--- config.mk ---
export PLATFORM = sky130hd
export DESIGN_NAME = load_buffer
export DESIGN_NICKNAME = d
export VERILOG_FILES = /design/src/rtl/load_buffer.sv
export SDC_FILE = /design/constraint.sdc
export NUM_CORES = 1
export LEC_CHECK = 0
export ABC_AREA = 1
export CORE_ASPECT_RATIO = 2
export CORE_MARGIN = 2
export CORE_UTILIZATION = 55
export CTS_BUF_LIST = sky130_fd_sc_hd__clkbuf_2 sky130_fd_sc_hd__clkbuf_4 sky130_fd_sc_hd__clkbuf_8
export DETAILED_ROUTE_END_ITERATION = 10
export PLACE_DENSITY = 0.75
export SKIP_CTS_REPAIR_TIMING = 1
export SLEW_MARGIN = 30
export SYNTH_ARGS = -nofsm -noshare
export SYNTH_HDL_FRONTEND = slang
export SYNTH_SLANG_ARGS = --single-unit
--- constraint.sdc ---
create_clock -name clk -period 2 [get_ports clk]
set_input_delay 0.4 -clock clk [delete_from_list [all_inputs] [get_ports clk]]
set_output_delay 0.4 -clock clk [all_outputs]
set_load 0.005 [all_outputs]
--- src/rtl/load_buffer.sv ---
// Buffers words captured while the upstream load FSM is in LOAD and keeps their running sum.
// Once READY is seen, it streams the words out in arrival order over valid/ready and then raises done.
module load_buffer #(
    parameter int DW    = 8,
    parameter int DEPTH = 16,
    parameter int CW    = 5
) (
    input  logic              clk,
    input  logic              srst_n,
    input  logic [1:0]        state,
    input  logic              load,
    input  logic [DW-1:0]     data_in,
    input  logic              out_ready,
    output logic              out_valid,
    output logic [DW-1:0]     out_data,
    output logic              out_last,
    output logic [CW-1:0]     count,
    output logic [DW+CW-1:0]  sum,
    output logic              overflow,
    output logic              done,
    output logic [1:0]        dbg_phase
);

    // Handshake: a word moves on a rising edge where out_valid && out_ready.
    // While out_valid is high and out_ready is low, out_data, out_last and out_valid hold.

    localparam int AW = $clog2(DEPTH);
    localparam logic [CW-1:0] DEPTH_C = CW'(DEPTH);

    typedef enum logic [1:0] {
        PH_FILL  = 2'd0,
        PH_DRAIN = 2'd1,
        PH_END   = 2'd2
    } phase_t;

    phase_t             phase_q, phase_d;
    logic [CW-1:0]      rd_ptr_q, rd_ptr_d;
    logic [CW-1:0]      count_q, count_d;
    logic [DW+CW-1:0]   sum_q, sum_d;
    logic               ovf_q, ovf_d;
    logic               done_q, done_d;
    logic               out_valid_q, out_valid_d;
    logic [DW-1:0]      out_data_q, out_data_d;
    logic               out_last_q, out_last_d;
    logic               mem_we;
    logic               capture;
    logic               slot_free;

    logic [DW-1:0] mem [DEPTH];

    assign capture   = (state == 2'b01) && load;
    assign slot_free = !out_valid_q || out_ready;

    always_comb begin
        phase_d     = phase_q;
        rd_ptr_d    = rd_ptr_q;
        count_d     = count_q;
        sum_d       = sum_q;
        ovf_d       = ovf_q;
        done_d      = done_q;
        out_valid_d = out_valid_q;
        out_data_d  = out_data_q;
        out_last_d  = out_last_q;
        mem_we      = 1'b0;
        case (phase_q)
            PH_FILL: begin
                if (state == 2'b10) begin
                    phase_d = PH_DRAIN;
                end else if (capture) begin
                    if (count_q < DEPTH_C) begin
                        mem_we  = 1'b1;
                        count_d = count_q + 1'b1;
                        sum_d   = sum_q + (DW+CW)'(data_in);
                    end else begin
                        ovf_d = 1'b1;
                    end
                end
            end
            PH_DRAIN: begin
                if (slot_free) begin
                    if (rd_ptr_q < count_q) begin
                        out_data_d  = mem[rd_ptr_q[AW-1:0]];
                        out_valid_d = 1'b1;
                        out_last_d  = (rd_ptr_q == count_q - 1'b1);
                        rd_ptr_d    = rd_ptr_q + 1'b1;
                    end else begin
                        // Last word already accepted (or nothing was stored): finish.
                        out_valid_d = 1'b0;
                        out_last_d  = 1'b0;
                        done_d      = 1'b1;
                        phase_d     = PH_END;
                    end
                end
            end
            default: begin
            end
        endcase
    end

    // Buffer storage is deliberately left out of reset.
    always_ff @(posedge clk) begin
        if (mem_we) begin
            mem[count_q[AW-1:0]] <= data_in;
        end
    end

    always_ff @(posedge clk) begin
        if (!srst_n) begin
            phase_q     <= PH_FILL;
            rd_ptr_q    <= '0;
            count_q     <= '0;
            sum_q       <= '0;
            ovf_q       <= 1'b0;
            done_q      <= 1'b0;
            out_valid_q <= 1'b0;
            out_data_q  <= '0;
            out_last_q  <= 1'b0;
        end else begin
            phase_q     <= phase_d;
            rd_ptr_q    <= rd_ptr_d;
            count_q     <= count_d;
            sum_q       <= sum_d;
            ovf_q       <= ovf_d;
            done_q      <= done_d;
            out_valid_q <= out_valid_d;
            out_data_q  <= out_data_d;
            out_last_q  <= out_last_d;
        end
    end

    assign out_valid = out_valid_q;
    assign out_data  = out_data_q;
    assign out_last  = out_last_q;
    assign count     = count_q;
    assign sum       = sum_q;
    assign overflow  = ovf_q;
    assign done      = done_q;
    assign dbg_phase = phase_q;

endmodule

# ---- Word-level counts from Yosys, hierarchy flattened
# Memories as Yosys holds them, arrays and structs flattened. A register that Yosys moved wholly into a read port is not among the register bits.
# Index checks and enable logic that the tools add are counted.
dict set report word_totals {
  out_inout_bits 32
  mem_bits_rw 128
  in_bits 14
  romBits 0
  regBits 29
  latch_bits 0
  memories 1
}
# memory words word_bits read_ports rd_clocked_by_memory_dff write_ports line_no
set memory_table {}
lappend memory_table {mem 16 8 1 1 1 49} ;# logic [DW-1:0] mem [DEPTH];
dict set report classes {
  bitwise 3
  add_sub_neg 4
  order_cmp 2
  multipliers 0
  eq_ne 7
  reduce_logical 12
  div_mod_pow 0
  shifts 0
  muxes 12
}
# op count
set op_table {}
lappend op_table {{adder 13 x 8 -> 13 bit} 1}
lappend op_table {{AND reduction 4 bit} 3}
lappend op_table {{adder 5 x 1 -> 5 bit, second input constant} 2}
lappend op_table {{two-way mux 1 bit} 8}
lappend op_table {{two-way mux 2 bit} 3}
lappend op_table {{!= test 2 bit, second input constant} 3}
lappend op_table {{AND reduction 3 bit} 2}
lappend op_table {{== test 5 bit} 1}
lappend op_table {{less-than comparator 5 bit} 1}
lappend op_table {{less-than comparator 5 bit, second input constant} 1}
lappend op_table {{subtractor 5 x 1 -> 5 bit, second input constant} 1}
lappend op_table {{== test 2 x 1 -> 1 bit, second input constant} 2}
lappend op_table {{case mux 2 bit (2 select lines)} 1}
lappend op_table {{inverter 1 bit} 3}
lappend op_table {{== test 2 bit, second input constant} 1}
lappend op_table {{zero test 1 bit} 2}
lappend op_table {{zero test 2 bit} 1}
lappend op_table {{AND reduction 2 bit} 1}
lappend op_table {{nonzero test 2 bit} 1}
lappend op_table {{logical AND 1 bit} 1}
lappend op_table {{logical OR 1 bit} 1}

# ---- Longest topological paths before layout
dict set report logic_depth {
  depth_word 7
  mapped_depth 12
}

# ---- Worst setup path after synthesis
# No wires, ideal clock.
dict set report synth_timing {
  path_kind {input to register}
  start {input port load}
  end {memory mem[0][0] (enable)}
  t_arrival_ns 1.404
  path_stages 7
  n_path_buf 1
  slack_ns 0.226
  cell_sequence {nand2_1 > nor2_1 > nand2_2 > inv_2 > buf_4 > nand2_1 > nor2_1}
}
dict set report synth_between {
  elab_chain_len 6
}
# item line_no
set synth_rtl {}
lappend synth_rtl {{from (decl)} 11} ;# input logic load,
lappend synth_rtl {{logical AND 1 bit} 51} ;# assign capture = (state == 2'b01) && load;
lappend synth_rtl {{two-way mux 1 bit} 69} ;# end else if (capture) begin
lappend synth_rtl {{two-way mux 1 bit} 67} ;# if (state == 2'b10) begin
lappend synth_rtl {{two-way mux 1 bit} 65} ;# case (phase_q)
lappend synth_rtl {{two-way mux 1 bit} 102} ;# if (mem_we) begin
lappend synth_rtl {{two-way mux 1 bit (not written as such)} 103} ;# mem[count_q[AW-1:0]] <= data_in;
lappend synth_rtl {{to (decl)} 49}
# Every way passes these cells.

# ---- Worst setup path in the final report
dict set report layout_timing {
  start {register sum_q[1], in the netlist sum[1]}
  end {output port sum[1]}
}
# item line_no
set layout_lines {}
lappend layout_lines {{from (decl)} 39} ;# logic [DW+CW-1:0] sum_q, sum_d;
lappend layout_lines {{from (signal assigned)} 122} ;# sum_q <= sum_d;
lappend layout_lines {{to (decl)} 18} ;# output logic [DW+CW-1:0] sum,
# No word-level cell between the ends.

==> summary.txt <==
Clock network
  • H-tree Lvls: 4
  • CTS sink cnt: 165
  • Clk root buf: clkbuf_8
  • TritonCTS clock tree: built
  • Clock buffer count from CTS: 17
  • CTS max path bufs: 2
  • Clk_lat worst skew: approximately 0.44 ns
  • CTS clock-pin slew for the worst setup and hold paths: 0.08 ns

STA
  • Final setup viols: 0
  • Worst slew pin tran: approximately 0.6 ns
  • Final worst path period need: about 1.9 ns
  • Layout Skew: between 0.01 and 0.015 ns
  • Final Max Tran Viols: 0
  • Max-slew headroom: between 60% and 70%
  • RSZ-0062 raised after global routing: false
  • Hold_ws: about 0.46 ns
  • Fin crit share: a little over nine tenths
  • Max Clock Freq: between 500 and 600 MHz
  • Endpoints failing hold: 0

Route
  • Total number of vias: 5,819
  • DR pass1 iterations: 5
  • Wire per inst: approximately 18 um
  • Initial drt markers: roughly 440
  • WL final: roughly 18 mm
  • DR DRC count: 0
  • Number of vias per cell: ~5.5
  • Antenna Nets Post-Route: 0

Power
  • Sw Share: roughly 23%
  • Int Power: 5.11 mW
  • Sequential power share: between 50% and 60%
  • Tot Pwr: 6.65 mW
  • NetSw: between 1.5 and 2 mW
  • Gate power share: 8.4%
  • Clk pwr share: a little over a third
  • Leakage: between 3 and 4 nW
  • Maximum vdd drop: ~0.55 mV
  • Pwr dens: ~760 nW/um^2

Synth
  • Post-Syn Instances: approximately 800
  • Main flop type after synthesis: edfxtp_1
  • Syn avg cell area: roughly 9.4 um^2
  • Yosys Warn Count: 0
  • FF+latch count, synth: 165
  • Number of flops mapped to enable cells by yosys: between 100 and 150
  • Mapped cell area: 7460 um^2
  • Asr flop ratio synth: 0%
  • Register area share after synthesis: approximately 61%
  • Syn nets: ~830
  • Cell variety after synth: 29

Placement
  • DP Area: 8320 um^2
  • DP Cell Count: ~1,000
  • Hpwl dp: about 13 mm
  • Port bufs: 45
  • GPL Wtd Cong: 0.976

Floorplanning
  • Die width: about 86 um
  • Die H: roughly 170 um
  • Core Region: approximately 13,000 um^2
  • Die footprint: ~15,000 um^2
  • Io pins: 46
  • Cell row count: 60
  • Starting Density: around 56%

Worst setup path
  • Delay-heaviest family, CP: buffers and inverters
  • Worst-path cell chain: clkdlybuf4s50_1
  • Setup CP Type: reg2out
  • Crit path largest cell delay: between 0.5 and 0.6 ns
  • Reg-to-reg critical path startpoint: count[4]$_SDFFE_PN0P_
  • R2R Setup Slk: ~0.19 ns
  • Crit Path Max Fanout: 4
  • CP Data Arrival Time: 1.52 ns
  • Setup crit end kind: output port
  • Critical path's slowest cell: clkdlybuf4s50_1
  • CP Launch Point: sum[1]$_SDFFE_PN0P_
  • Crit path launch type: flip-flop
  • WP buf/inv: 1
  • CP endpoint: sum[1]
  • Register-to-Register Path Depth: 9
  • Crit path required time: 1.60 ns
  • Critical path depth: 1
  • Worst r2r dst: rd_ptr_q[4]$_SDFFE_PN0P_

GRT
  • Vias in the first global route: approximately 5,900
  • GR Util All Layers: 26.5%
  • First-pass GRT wire length: about 29 mm
  • Largest net degree at the start of global routing: 74
  • Grt ovf: 0
  • Initial antenna violation count: 0

Cells and area
  • Ant. Diodes: 0
  • Finished Cell Area: 8720 um^2
  • Layout cells sized above 1: roughly a tenth
  • Post-layout util: between 60% and 70%
  • Synth-to-Final Area Change: 16.9%
  • Final nets: 916
  • Final Non-Filler Cells: 1,050

Outcome
  • Status: finished clean

Worst hold path
  • Worst min-delay path category: reg2reg

Job
  • Max_cap viols: 0
## through the flow
step | TNS (ns) | setup WS, ns
after floorplan | 0 | 0.226
after global placement | -3.50 | -0.246
after detailed placement | -5.59 | -0.306
after CTS | 0 | 0.0252
after global routing | 0 | 0.0124
final | 0 | 0.0808
## layer usage
metal / global-route usage (%) / part of all wire (%) / wire [um]
met5: 0 / 0 / 0
met3: 4.39 / 4.3 / 794
met2: 49.3 / 55 / 10200
met1: 26.9 / 35 / 6430
met4: 15.4 / 5.6 / 1030
## sequential cells by signal (all words and copies together), names as in the netlist
name       cells
done           1
overflow       1
out_data       8
sum           13
dbg_phase      2
rd_ptr_q       5
out_valid      1
out_last       1
count          5
mem          128
## power by group through the flow
stage | sequential (mW) | clock, mW | combinational, mW
final | 3.75 | 2.34 | 0.562
after global routing | 3.75 | 2.49 | 0.624
after CTS | 3.75 | 2.37 | 0.560
after detailed placement | 3.83 | 0 | 0.556
after global placement | 3.82 | 0 | 0.539
after floorplan | 3.82 | 0 | 0.299
## cell type report
| class | count | area, um^2 |
|---|---|---|
| Fill cell | 1040 | 4650 |
| Sequential cell | 165 | 4590 |
| Multi-Input combinational cell | 550 | 2480 |
| Timing Repair Buffer | 96 | 871 |
| Clock buffer | 21 | 264 |
| Inverter | 52 | 195 |
| Tap cell | 155 | 194 |
| Clock inverter | 11 | 129 |
## how the worst min path moves through the flow
stage / from / to / cells after the start
2_1_floorplan: done$_SDFFE_PN0P_ / done$_SDFFE_PN0P_ / 2
3_3_place_gp: done$_SDFFE_PN0P_ / done$_SDFFE_PN0P_ / 2
3_5_place_dp: done$_SDFFE_PN0P_ / done$_SDFFE_PN0P_ / 2
4_1_cts: done$_SDFFE_PN0P_ / done$_SDFFE_PN0P_ / 2
5_1_grt: done$_SDFFE_PN0P_ / done$_SDFFE_PN0P_ / 2
6_report: done$_SDFFE_PN0P_ / done$_SDFFE_PN0P_ / 2
## synthesized netlist by cell type (3+ instances only)
library cell	n	area share, %
buf_4	6	0.60
nor2_1	156	7.9
o21ai_1	32	2.1
buf_6	7	1.1
clkbuf_1	6	0.30
xor2_1	5	0.59
dfxtp_1	37	9.9
nand4_1	3	0.25
nand3_1	43	2.9
inv_2	5	0.25
ha_1	19	3.2
nor3_1	4	0.27
edfxtp_1	128	52
nand2_1	227	11
inv_1	46	2.3
a21oi_1	21	1.4
buf_2	10	0.67
o21ai_0	31	2.1
## cells by family after synthesis
group | after synthesis | synth area share [%]
xor gates and xnor gates | 6 | 0.705
buffers and inverters | 82 | 5.30
adders and majority gates | 20 | 3.46
AOI/OAI and AO/OA | 87 | 6.01
DFF | 165 | 61.5
and+or+nand+nor | 437 | 23.0
## layout by cell type, fill, tap and decap left out, drive strengths merged
master | synthesis | routed
nor2 | 157 | 157
clkinvlp | 0 | 2
nor3 | 4 | 4
nand3 | 43 | 43
bufinv | 0 | 2
o21bai | 1 | 1
buf | 24 | 51
nand4 | 3 | 3
fa | 1 | 1
a211oi | 1 | 1
ha | 19 | 19
inv | 51 | 52
clkinv | 1 | 7
nand2 | 228 | 228
dfxtp | 37 | 37
clkbuf | 6 | 21
edfxtp | 128 | 128
nor3b | 1 | 1
xnor2 | 1 | 1
a21oi | 21 | 21
clkdlybuf4s50 | 0 | 45
nor4 | 1 | 1
o21ai | 63 | 63
xor2 | 5 | 5
o211ai | 1 | 1
(Power assumes the default switching activity.)
